$ cat config.mk
export PLATFORM = sky130hd
export DESIGN_NAME = l2_trace_dispatcher
export DESIGN_NICKNAME = d
export VERILOG_FILES = /design/src/rtl/l2_trace_dispatcher.sv
export SDC_FILE = /design/constraint.sdc
export NUM_CORES = 1
export LEC_CHECK = 0
export ABC_CLOCK_PERIOD_IN_PS = 37900
export CAP_MARGIN = 20
export CELL_PAD_IN_SITES_DETAIL_PLACEMENT = 0
export CELL_PAD_IN_SITES_GLOBAL_PLACEMENT = 1
export CORE_AREA = 2 2 149 259
export CTS_CLUSTER_DIAMETER = 30
export DETAILED_ROUTE_END_ITERATION = 8
export DIE_AREA = 0 0 151 261
export PLACE_DENSITY_LB_ADDON = 0.1
export SLEW_MARGIN = 20
export SYNTH_ARGS = -nofsm -noshare
export SYNTH_HDL_FRONTEND = slang
export SYNTH_SLANG_ARGS = --single-unit
export TNS_END_PERCENT = 100
$ cat constraint.sdc
create_clock -name clk -period 37.9 [get_ports clk]
set_input_delay 11.37 -clock clk [delete_from_list [all_inputs] [get_ports clk]]
set_output_delay 11.37 -clock clk [all_outputs]
set_load 0.01 [all_outputs]
$ cat src/rtl/l2_trace_dispatcher.sv
`default_nettype none
// ============================================================================
// Module      : l2_trace_dispatcher
// Description : Buffers decoded trace commands in an in-order FIFO, presents
//               cache requests (codes 0-6) over a valid/ready handshake with
//               the address split into tag/index/offset, turns clear (8) and
//               print (9) entries into one-cycle pulses in trace order, and
//               keeps per-class statistics counters.
// Revision    : 1.0 - initial release
// ============================================================================
module l2_trace_dispatcher #(
  parameter int ADDRESS_SIZE = 32,
  parameter int COMMAND_SIZE = 32,
  parameter int DEPTH        = 4,
  parameter int OFFSET_BITS  = 6,
  parameter int INDEX_BITS   = 14
) (
  input  logic                                        clk,
  input  logic                                        rst,
  input  logic                                        cmd_valid,
  output logic                                        cmd_ready,
  input  logic [COMMAND_SIZE-1:0]                     cmd_code,
  input  logic [ADDRESS_SIZE-1:0]                     cmd_address,
  output logic                                        req_valid,
  input  logic                                        req_ready,
  output logic [2:0]                                  req_op,
  output logic                                        req_snoop,
  output logic [ADDRESS_SIZE-INDEX_BITS-OFFSET_BITS-1:0] req_tag,
  output logic [INDEX_BITS-1:0]                       req_index,
  output logic [OFFSET_BITS-1:0]                      req_offset,
  output logic                                        clear_pulse,
  output logic                                        print_pulse,
  output logic [31:0]                                 read_count,
  output logic [31:0]                                 write_count,
  output logic [31:0]                                 instr_count,
  output logic [31:0]                                 snoop_count,
  output logic [31:0]                                 illegal_count
);

  localparam int TAG_BITS = ADDRESS_SIZE - INDEX_BITS - OFFSET_BITS;
  localparam int PTR_W    = $clog2(DEPTH);
  // Only legal codes (0-6, 8, 9) are stored, so four bits suffice.
  localparam int CODE_W   = 4;

  localparam logic [CODE_W-1:0] CODE_MAX_REQ = 4'd6;
  localparam logic [CODE_W-1:0] CODE_CLEAR   = 4'd8;
  localparam logic [CODE_W-1:0] CODE_PRINT   = 4'd9;

  logic [CODE_W-1:0]       code_mem [DEPTH];
  logic [ADDRESS_SIZE-1:0] addr_mem [DEPTH];
  logic [PTR_W-1:0]        wr_ptr;
  logic [PTR_W-1:0]        rd_ptr;
  logic [PTR_W:0]          occupancy;

  logic                    accept;
  logic                    in_read;
  logic                    in_write;
  logic                    in_instr;
  logic                    in_snoop;
  logic                    in_ctl;
  logic                    in_illegal;
  logic                    push;

  logic [CODE_W-1:0]       head_code;
  logic [ADDRESS_SIZE-1:0] head_addr;
  logic                    head_present;
  logic                    head_is_req;
  logic                    head_is_ctl;
  logic                    pop;
  logic                    clear_pop;

  // Input-side classification of the presented command.
  always_comb begin
    // Readiness uses registered occupancy only; a pop in the same cycle does
    // not open a slot until the next cycle.
    cmd_ready  = !rst && (occupancy < (PTR_W+1)'(DEPTH));
    accept     = cmd_valid && cmd_ready;
    in_read    = (cmd_code == COMMAND_SIZE'(0));
    in_write   = (cmd_code == COMMAND_SIZE'(1));
    in_instr   = (cmd_code == COMMAND_SIZE'(2));
    in_snoop   = (cmd_code >= COMMAND_SIZE'(3)) && (cmd_code <= COMMAND_SIZE'(6));
    in_ctl     = (cmd_code == COMMAND_SIZE'(8)) || (cmd_code == COMMAND_SIZE'(9));
    in_illegal = (cmd_code > COMMAND_SIZE'(6)) && !in_ctl;
    push       = accept && !in_illegal;
  end

  // Head-of-queue decode and request presentation.
  always_comb begin
    head_code    = code_mem[rd_ptr];
    head_addr    = addr_mem[rd_ptr];
    head_present = (occupancy != '0);
    head_is_req  = head_present && (head_code <= CODE_MAX_REQ);
    head_is_ctl  = head_present && ((head_code == CODE_CLEAR) || (head_code == CODE_PRINT));
    // Control entries never wait for the cache; they retire on the next edge.
    pop          = (head_is_req && req_ready) || head_is_ctl;
    clear_pop    = head_is_ctl && (head_code == CODE_CLEAR);

    req_valid    = head_is_req;
    req_op       = head_code[2:0];
    req_snoop    = (head_code[2:0] >= 3'd3);
    req_tag      = head_addr[ADDRESS_SIZE-1 -: TAG_BITS];
    req_index    = head_addr[OFFSET_BITS +: INDEX_BITS];
    req_offset   = head_addr[OFFSET_BITS-1:0];
  end

  // FIFO storage and pointer/occupancy bookkeeping.
  always_ff @(posedge clk or posedge rst) begin
    if (rst) begin
      wr_ptr    <= '0;
      rd_ptr    <= '0;
      occupancy <= '0;
      for (int i = 0; i < DEPTH; i++) begin
        code_mem[i] <= '0;
        addr_mem[i] <= '0;
      end
    end else begin
      if (push) begin
        code_mem[wr_ptr] <= cmd_code[CODE_W-1:0];
        addr_mem[wr_ptr] <= cmd_address;
        wr_ptr           <= wr_ptr + PTR_W'(1);
      end
      if (pop) begin
        rd_ptr <= rd_ptr + PTR_W'(1);
      end
      case ({push, pop})
        2'b10:   occupancy <= occupancy + (PTR_W+1)'(1);
        2'b01:   occupancy <= occupancy - (PTR_W+1)'(1);
        default: occupancy <= occupancy;
      endcase
    end
  end

  // Control pulses are registered so they appear the cycle after the pop.
  always_ff @(posedge clk or posedge rst) begin
    if (rst) begin
      clear_pulse <= 1'b0;
      print_pulse <= 1'b0;
    end else begin
      clear_pulse <= clear_pop;
      print_pulse <= head_is_ctl && (head_code == CODE_PRINT);
    end
  end

  // Statistics counters; a clear pop zeroes them but still counts a
  // command accepted on the same edge.
  always_ff @(posedge clk or posedge rst) begin
    if (rst) begin
      read_count    <= '0;
      write_count   <= '0;
      instr_count   <= '0;
      snoop_count   <= '0;
      illegal_count <= '0;
    end else if (clear_pop) begin
      read_count    <= 32'(accept && in_read);
      write_count   <= 32'(accept && in_write);
      instr_count   <= 32'(accept && in_instr);
      snoop_count   <= 32'(accept && in_snoop);
      illegal_count <= 32'(accept && in_illegal);
    end else begin
      read_count    <= read_count    + 32'(accept && in_read);
      write_count   <= write_count   + 32'(accept && in_write);
      instr_count   <= instr_count   + 32'(accept && in_instr);
      snoop_count   <= snoop_count   + 32'(accept && in_snoop);
      illegal_count <= illegal_count + 32'(accept && in_illegal);
    end
  end

endmodule
`default_nettype wire
==> flow_summary.ini, run 1 <==
[status]
status = finished, final reports clean

[clock_network]
cts_setup_buffers = 0
tritoncts = done
root_buffer = clkbuf_16
cts_sinks = 313
cts_max_level = 2
cts_resized = 0
holdBufCountCts = 0
clockBufferDepth = 3
clk_latency_ns = 0.57
cts_buffers = 54
clk_pin_slew_ns = 0.06

[pwr]
p_switching_mw = 0.224
ir_worst_vdd_mv = 0.0378
powerDensity_mw_per_mm2 = 47.4
internal_power_mw = 0.708
p_leak_nw = 8.90
swShare = 0.241
seqPwrFrac = 0.381
p_comb_frac = 0.071
total_power_mw = 0.933
p_clk_frac = 0.548

[routing]
via_count = 10300
routedWlPerCell_um = 18.4
drt_iter0_drc = 311
avgViaCountPerCell = 5.14
drc = 0
drt.antenna.violating_nets = 0
wirelength_um = 37000
first_pass_iters = 5

[synth]
ys_types = 46
synth_top_flop_cell = dfrtp_1
synth_top_area_share = 0.532
synth-seq-cells = 313
ys_top_cells_by_area = dfrtp_1 53%, mux2_2 11%, mux4_2 5.5%
ys_seq_area_frac = 0.532
async_reset_ff_frac = 1.00
syn_inst = 1209
ys_top_cells_by_count = 313 x dfrtp_1, 145 x mux2_2, 142 x nor2_1
yosys_warnings = 0
avgSynthCellArea_um2 = 12.2
synth_edf_count = 0
synth_area_mm2 = 0.0147
yosysTopAreaCell = dfrtp_1
syn_nets = 1293
synth.most_common_cell = dfrtp_1

[placed_design]
post-dp-hpwl_um = 24700
gp_congestion = 0.739
numPlacedInstances = 1911
port_buffers = 267
dpl_cell_area_mm2 = 0.0177

[global_routing]
grt_first_pass_wirelength_um = 58800
grt_pass1_vias = 10800
grt_max_degree = 125
grt.total_usage = 0.189
gr-total-overflow = 0
antenna_found_initial = 0

[finish]
drive_gt1_frac = 0.201
final_nets = 1572
finalNonFillerCells = 2014
seq_area_mm2 = 0.00784
design_area_mm2 = 0.0197
num-fill-cells = 3261
num_antenna_cells = 0
multi_input_area_mm2 = 0.00646
area_delta_synth_final_pct = 33.7

[critical_path]
arrival_ns = 12.70
critPathSlowestCell = clkdlybuf4s50_1
worstSetupPathType = in2out
end_kind = output port
ff2ff_setup_slack_ns = 33.74
slowest_delay_ns = 0.65
cp-start-kind = input pin
cp_cell_sequence = clkdlybuf4s50_1, nor2_1, clkdlybuf4s50_1
crit_required_ns = 26.53
cp_max_fo = 3
cp_common_cell = clkdlybuf4s50_1

[die]
die_w_um = 151
core-area_mm2 = 0.0374
dieArea_mm2 = 0.0394
core.rowCount = 94
initial_core_util = 0.394
die_y_um = 261
pin_count = 268

[timing]
fin_crit_sh = 0.635
setup_tns_ns = 0
slew_headroom = 0.296
tightest_slew_ns = 1.06
min_period_ns = 24.07
slew_viol_final = 0
finClkSkew_ns = 0.0221
hold_viol = 0
rsz0062_at_grt = no
fmax_mhz = 41.6
setup_violations = 0

[hold_path]
hold_path_class = reg2reg

[job]
maxCapViolCount = 0
==> cell families after synthesis <==
family | count (synthesis) | share of synthesized area
adders and majority gates | 16 | 0.0141
buffers and inverters | 69 | 0.0290
xor gates and xnor gates | 138 | 0.0821
DFF | 313 | 0.532
AOI/OAI and AO/OA | 49 | 0.0190
and+or+nand+nor | 440 | 0.155
muxes | 184 | 0.168
==> cells in the final DEF (no fill, tap or decap), types with 8 or more instances in the layout <==
| cell type | instances |
|---|---|
| xor2_1 | 91 |
| ha_1 | 15 |
| nand4_1 | 43 |
| clkbuf_16 | 55 |
| xnor2_1 | 47 |
| clkdlybuf4s50_1 | 267 |
| a21oi_1 | 20 |
| o21ai_0 | 17 |
| nor4_1 | 18 |
| inv_1 | 12 |
| nand2_1 | 59 |
| and4_1 | 17 |
| bufinv_16 | 8 |
| and3_1 | 25 |
| buf_4 | 10 |
| or3_1 | 16 |
| dfrtp_1 | 311 |
| and2_1 | 11 |
| clkinv_2 | 10 |
| mux4_2 | 36 |
| mux2_2 | 145 |
| nor2_1 | 142 |
| nor3_1 | 17 |
| nand3_1 | 65 |
==> per-stage QoR <==
| stage | setup WS [ns] | utilization | hold slack [ns] |
|---|---|---|---|
| after CTS | 13.79 | 0.525 | 0.503 |
| after detailed placement | 13.81 | 0.474 | 0.490 |
| after global routing | 13.70 | 0.526 | 0.508 |
| final | 13.83 | 0.526 | 0.499 |
| after floorplan | 14.99 | - | 0.469 |
| after global placement | 13.79 | 0.474 | 0.484 |
==> path summary, 6_finish.rpt <==
check	endpoint	depth (start not counted)	start
setup / recovery	cmd_ready	3	rst
hold / removal	addr_mem[11]$_DFFE_PP0P_	1	addr_mem[11]$_DFFE_PP0P_
setup reg to reg	write_count[0]$_DFF_PP0_	8	rd_ptr[0]$_DFFE_PP0N_
hold reg to reg	addr_mem[11]$_DFFE_PP0P_	1	addr_mem[11]$_DFFE_PP0P_
max in group asynchronous	illegal_count[18]$_DFF_PP0_	3	rst
min in group asynchronous	write_count[10]$_DFF_PP0_	2	rst
==> registers in the layout, summed over array words and instances, names as in the netlist <==
name           flops
wr_ptr             2
snoop_count       32
instr_count       32
print_pulse        1
write_count       32
clear_pulse        1
code_mem          16
addr_mem         128
rd_ptr             2
occupancy          3
illegal_count     32
read_count        32
==> critical path, delay by kind of cell <==
kind          cells  cell delay [ns]
simple gates      1             0.15
buf+inv           2             1.18
==> area by class of cell <==
cell class | instances | area share
clock buffer | 65 | 0.0749
clock inverter | 37 | 0.0238
inverter | 14 | 0.00318
multi-input combinational | 827 | 0.328
sequential | 313 | 0.398
tap | 480 | 0.0305
timing repair buffer | 278 | 0.141
==> power by group through the flow <==
stage / Sequential (mW) / Combinational [mW] / Clock, mW
after CTS: 0.356 / 0.0692 / 0.524
after global placement: 0.361 / 0.0686 / 0
after floorplan: 0.351 / 0.0488 / 0
after detailed placement: 0.361 / 0.0691 / 0
final: 0.355 / 0.0662 / 0.512
after global routing: 0.357 / 0.0744 / 0.540
==> layer usage <==
layer / part of all wire / global-route usage / up-vias / wire [um]
met1: 0.39 / 0.219 / 5192 / 14600
met3: 0.062 / 0.0436 / 48 / 2290
met2: 0.52 / 0.345 / 247 / 19400
met5: 0 / 0 / - / 0
met4: 0.020 / 0.0545 / 0 / 755
li1: - / - / 4859 / -
(Power assumes the default switching activity.)
==> run 2, diff against run 1 <==
--- a/config.mk
+++ b/config.mk
@@ -5,14 +5,14 @@
 export SDC_FILE = /design/constraint.sdc
 export NUM_CORES = 1
 export LEC_CHECK = 0
-export ABC_CLOCK_PERIOD_IN_PS = 37900
+export ABC_CLOCK_PERIOD_IN_PS = 21900
 export CAP_MARGIN = 20
 export CELL_PAD_IN_SITES_DETAIL_PLACEMENT = 0
 export CELL_PAD_IN_SITES_GLOBAL_PLACEMENT = 1
-export CORE_AREA = 2 2 149 259
+export CORE_AREA = 2 2 152 266
 export CTS_CLUSTER_DIAMETER = 30
 export DETAILED_ROUTE_END_ITERATION = 8
-export DIE_AREA = 0 0 151 261
+export DIE_AREA = 0 0 154 268
 export PLACE_DENSITY_LB_ADDON = 0.1
 export SLEW_MARGIN = 20
 export SYNTH_ARGS = -nofsm -noshare
==> constraint.sdc (replaced) <==
create_clock -name clk -period 21.9 [get_ports clk]
set_input_delay 6.57 -clock clk [delete_from_list [all_inputs] [get_ports clk]]
set_output_delay 6.57 -clock clk [all_outputs]
set_load 0.01 [all_outputs]
==> run 2 against run 1 <==
- count of clock-buffer cells in the layout grew 5
- global-route usage is 0.67 points lower
- register-to-register slack got worse by 16 ns
- total power grew 82%
- setup slack lost 6.3 ns
- clock power grew 89%
- via count increased by 0.36%
- non-clock buffer count shrank 2
==> flow_summary.ini, run 2 (synthesized netlist as in run 1, its figures left out) <==
[status]
status = finished, final reports clean

[pwr]
total_power_mw = 1.70
powerDensity_mw_per_mm2 = 85.6
ir_worst_vdd_mv = 0.0694
p_leak_nw = 8.96

[critical_path]
cp_cell_sequence = clkdlybuf4s50_1, nor2_1, clkdlybuf4s50_1
crit_required_ns = 15.33
reg2reg_from = occupancy[2]$_DFFE_PP0P_
cp-start-kind = input pin
slowest_delay_ns = 0.54
worstSetupPathType = in2out
cp_max_fo = 3
ff2ff_setup_slack_ns = 17.54
rr_endpoint = read_count[26]$_DFF_PP0_
critPathSlowestCell = clkdlybuf4s50_1
rr_worst_depth = 11
cp_common_cell = clkdlybuf4s50_1
end_kind = output port
arrival_ns = 7.79

[finish]
top_register = addr_mem
num-fill-cells = 3486
largest_register_ffs = 128
seq_area_mm2 = 0.00784
most-common-layout-cells = 311 x dfrtp_1, 267 x clkdlybuf4s50_1, 145 x mux2_2, 142 x nor2_1, 91 x xor2_1
area_delta_synth_final_pct = 34.8
drive_gt1_frac = 0.202
final_nets = 1573
layout_commonest_cell = dfrtp_1
multi_input_area_mm2 = 0.00647

[global_routing]
gr-usage-met2 = 0.336
grt_pass1_vias = 10900
grt.total_usage = 0.182
use_met3 = 0.0448
grt_busiest_layer = met2
gr-total-overflow = 0
grt_first_pass_wirelength_um = 60100
antenna_found_initial = 0
met1_usage = 0.205
grt_max_degree = 112

[job]
maxCapViolCount = 0

[clock_network]
cts_setup_buffers = 0
cts_sinks = 313
clk_pin_slew_ns = 0.05
cts_resized = 0
clk_latency_ns = 0.57
tritoncts = done
root_buffer = clkbuf_16
clockBufferDepth = 3
cts_buffers = 57
holdBufCountCts = 0
cts_max_level = 2

[die]
core.rowCount = 96
dieArea_mm2 = 0.0413
die_y_um = 268
initial_core_util = 0.377
core-area_mm2 = 0.0390
pin_count = 268
die_w_um = 154

[timing]
slew_viol_final = 0
setup_violations = 0
min_period_ns = 14.36
setup_tns_ns = 0
hold_viol = 0
tightest_slew_ns = 1.10
rsz0062_at_grt = no
fin_crit_sh = 0.656
fmax_mhz = 69.6
slew_headroom = 0.266
finClkSkew_ns = 0.0141

[placed_design]
gp_congestion = 0.747
post-dp-hpwl_um = 24900
port_buffers = 267

[hold_path]
min_to = addr_mem[11]$_DFFE_PP0P_
hold_depth = 1
min_from = addr_mem[11]$_DFFE_PP0P_
hold_path_class = reg2reg

[routing]
via_count = 10400
wirelength_um = 37400
avgViaCountPerCell = 5.12
drc = 0
routedWlPerCell_um = 18.4
drt.antenna.violating_nets = 0
first_pass_iters = 4
drt_iter0_drc = 468
run 2: changes by cell type in the layout (fill, tap and decap cells not counted), sizes merged:
cell	delta
bufinv	+4
clkinvlp	+1
clkinv	-4
buf	-2
clkbuf	+5
inv	-1
diode	+1
run 2: power by group:
part           switching, mW  internal, mW
sequential           0.00870         0.589
clock                  0.312         0.655
combinational         0.0756        0.0590
run 2: through the flow:
stage | std cells | hold slack [ns] | util | setup slack (ns) | instance area (um2)
floorplan | 1209 | 0.469 | - | 6.67 | 14700
global placement | 1920 | 0.484 | 0.454 | 7.54 | 17700
detailed placement | 1920 | 0.490 | 0.454 | 7.53 | 17700
CTS | 2027 | 0.501 | 0.508 | 7.53 | 19800
global route | 2027 | 0.507 | 0.508 | 7.51 | 19800
finish | 2028 | 0.496 | 0.508 | 7.54 | 19800
run 2: final cells by class:
cell class	instances	area share
multi-input combinational	827	0.326
clock inverter	37	0.0276
clock buffer	70	0.0795
timing repair buffer	276	0.138
inverter	14	0.00315
sequential	313	0.395
antenna	1	0.000126
tap	490	0.0309
run 2: worst max-delay path by stage:
stage                     from                       to  slack, ns  cells past startpoint
final                      rst                cmd_ready       7.54                      3
after global routing       rst                cmd_ready       7.51                      3
after CTS                  rst                cmd_ready       7.53                      3
after detailed placement   rst                cmd_ready       7.53                      3
after global placement     rst                cmd_ready       7.54                      3
after floorplan            rst  addr_mem[0]$_DFFE_PP0P_       6.67                      1
run 2: critical path: cells and delay by family:
| family | cells | cell delay, ns |
|---|---|---|
| buf+inv | 2 | 1.07 |
| simple gates | 1 | 0.15 |
run 2: routing by layer:
metal,part of all wire,vias up
li1,-,4864
met1,0.39,5228
met2,0.53,224
met3,0.055,67
met4,0.024,0
met5,0,-
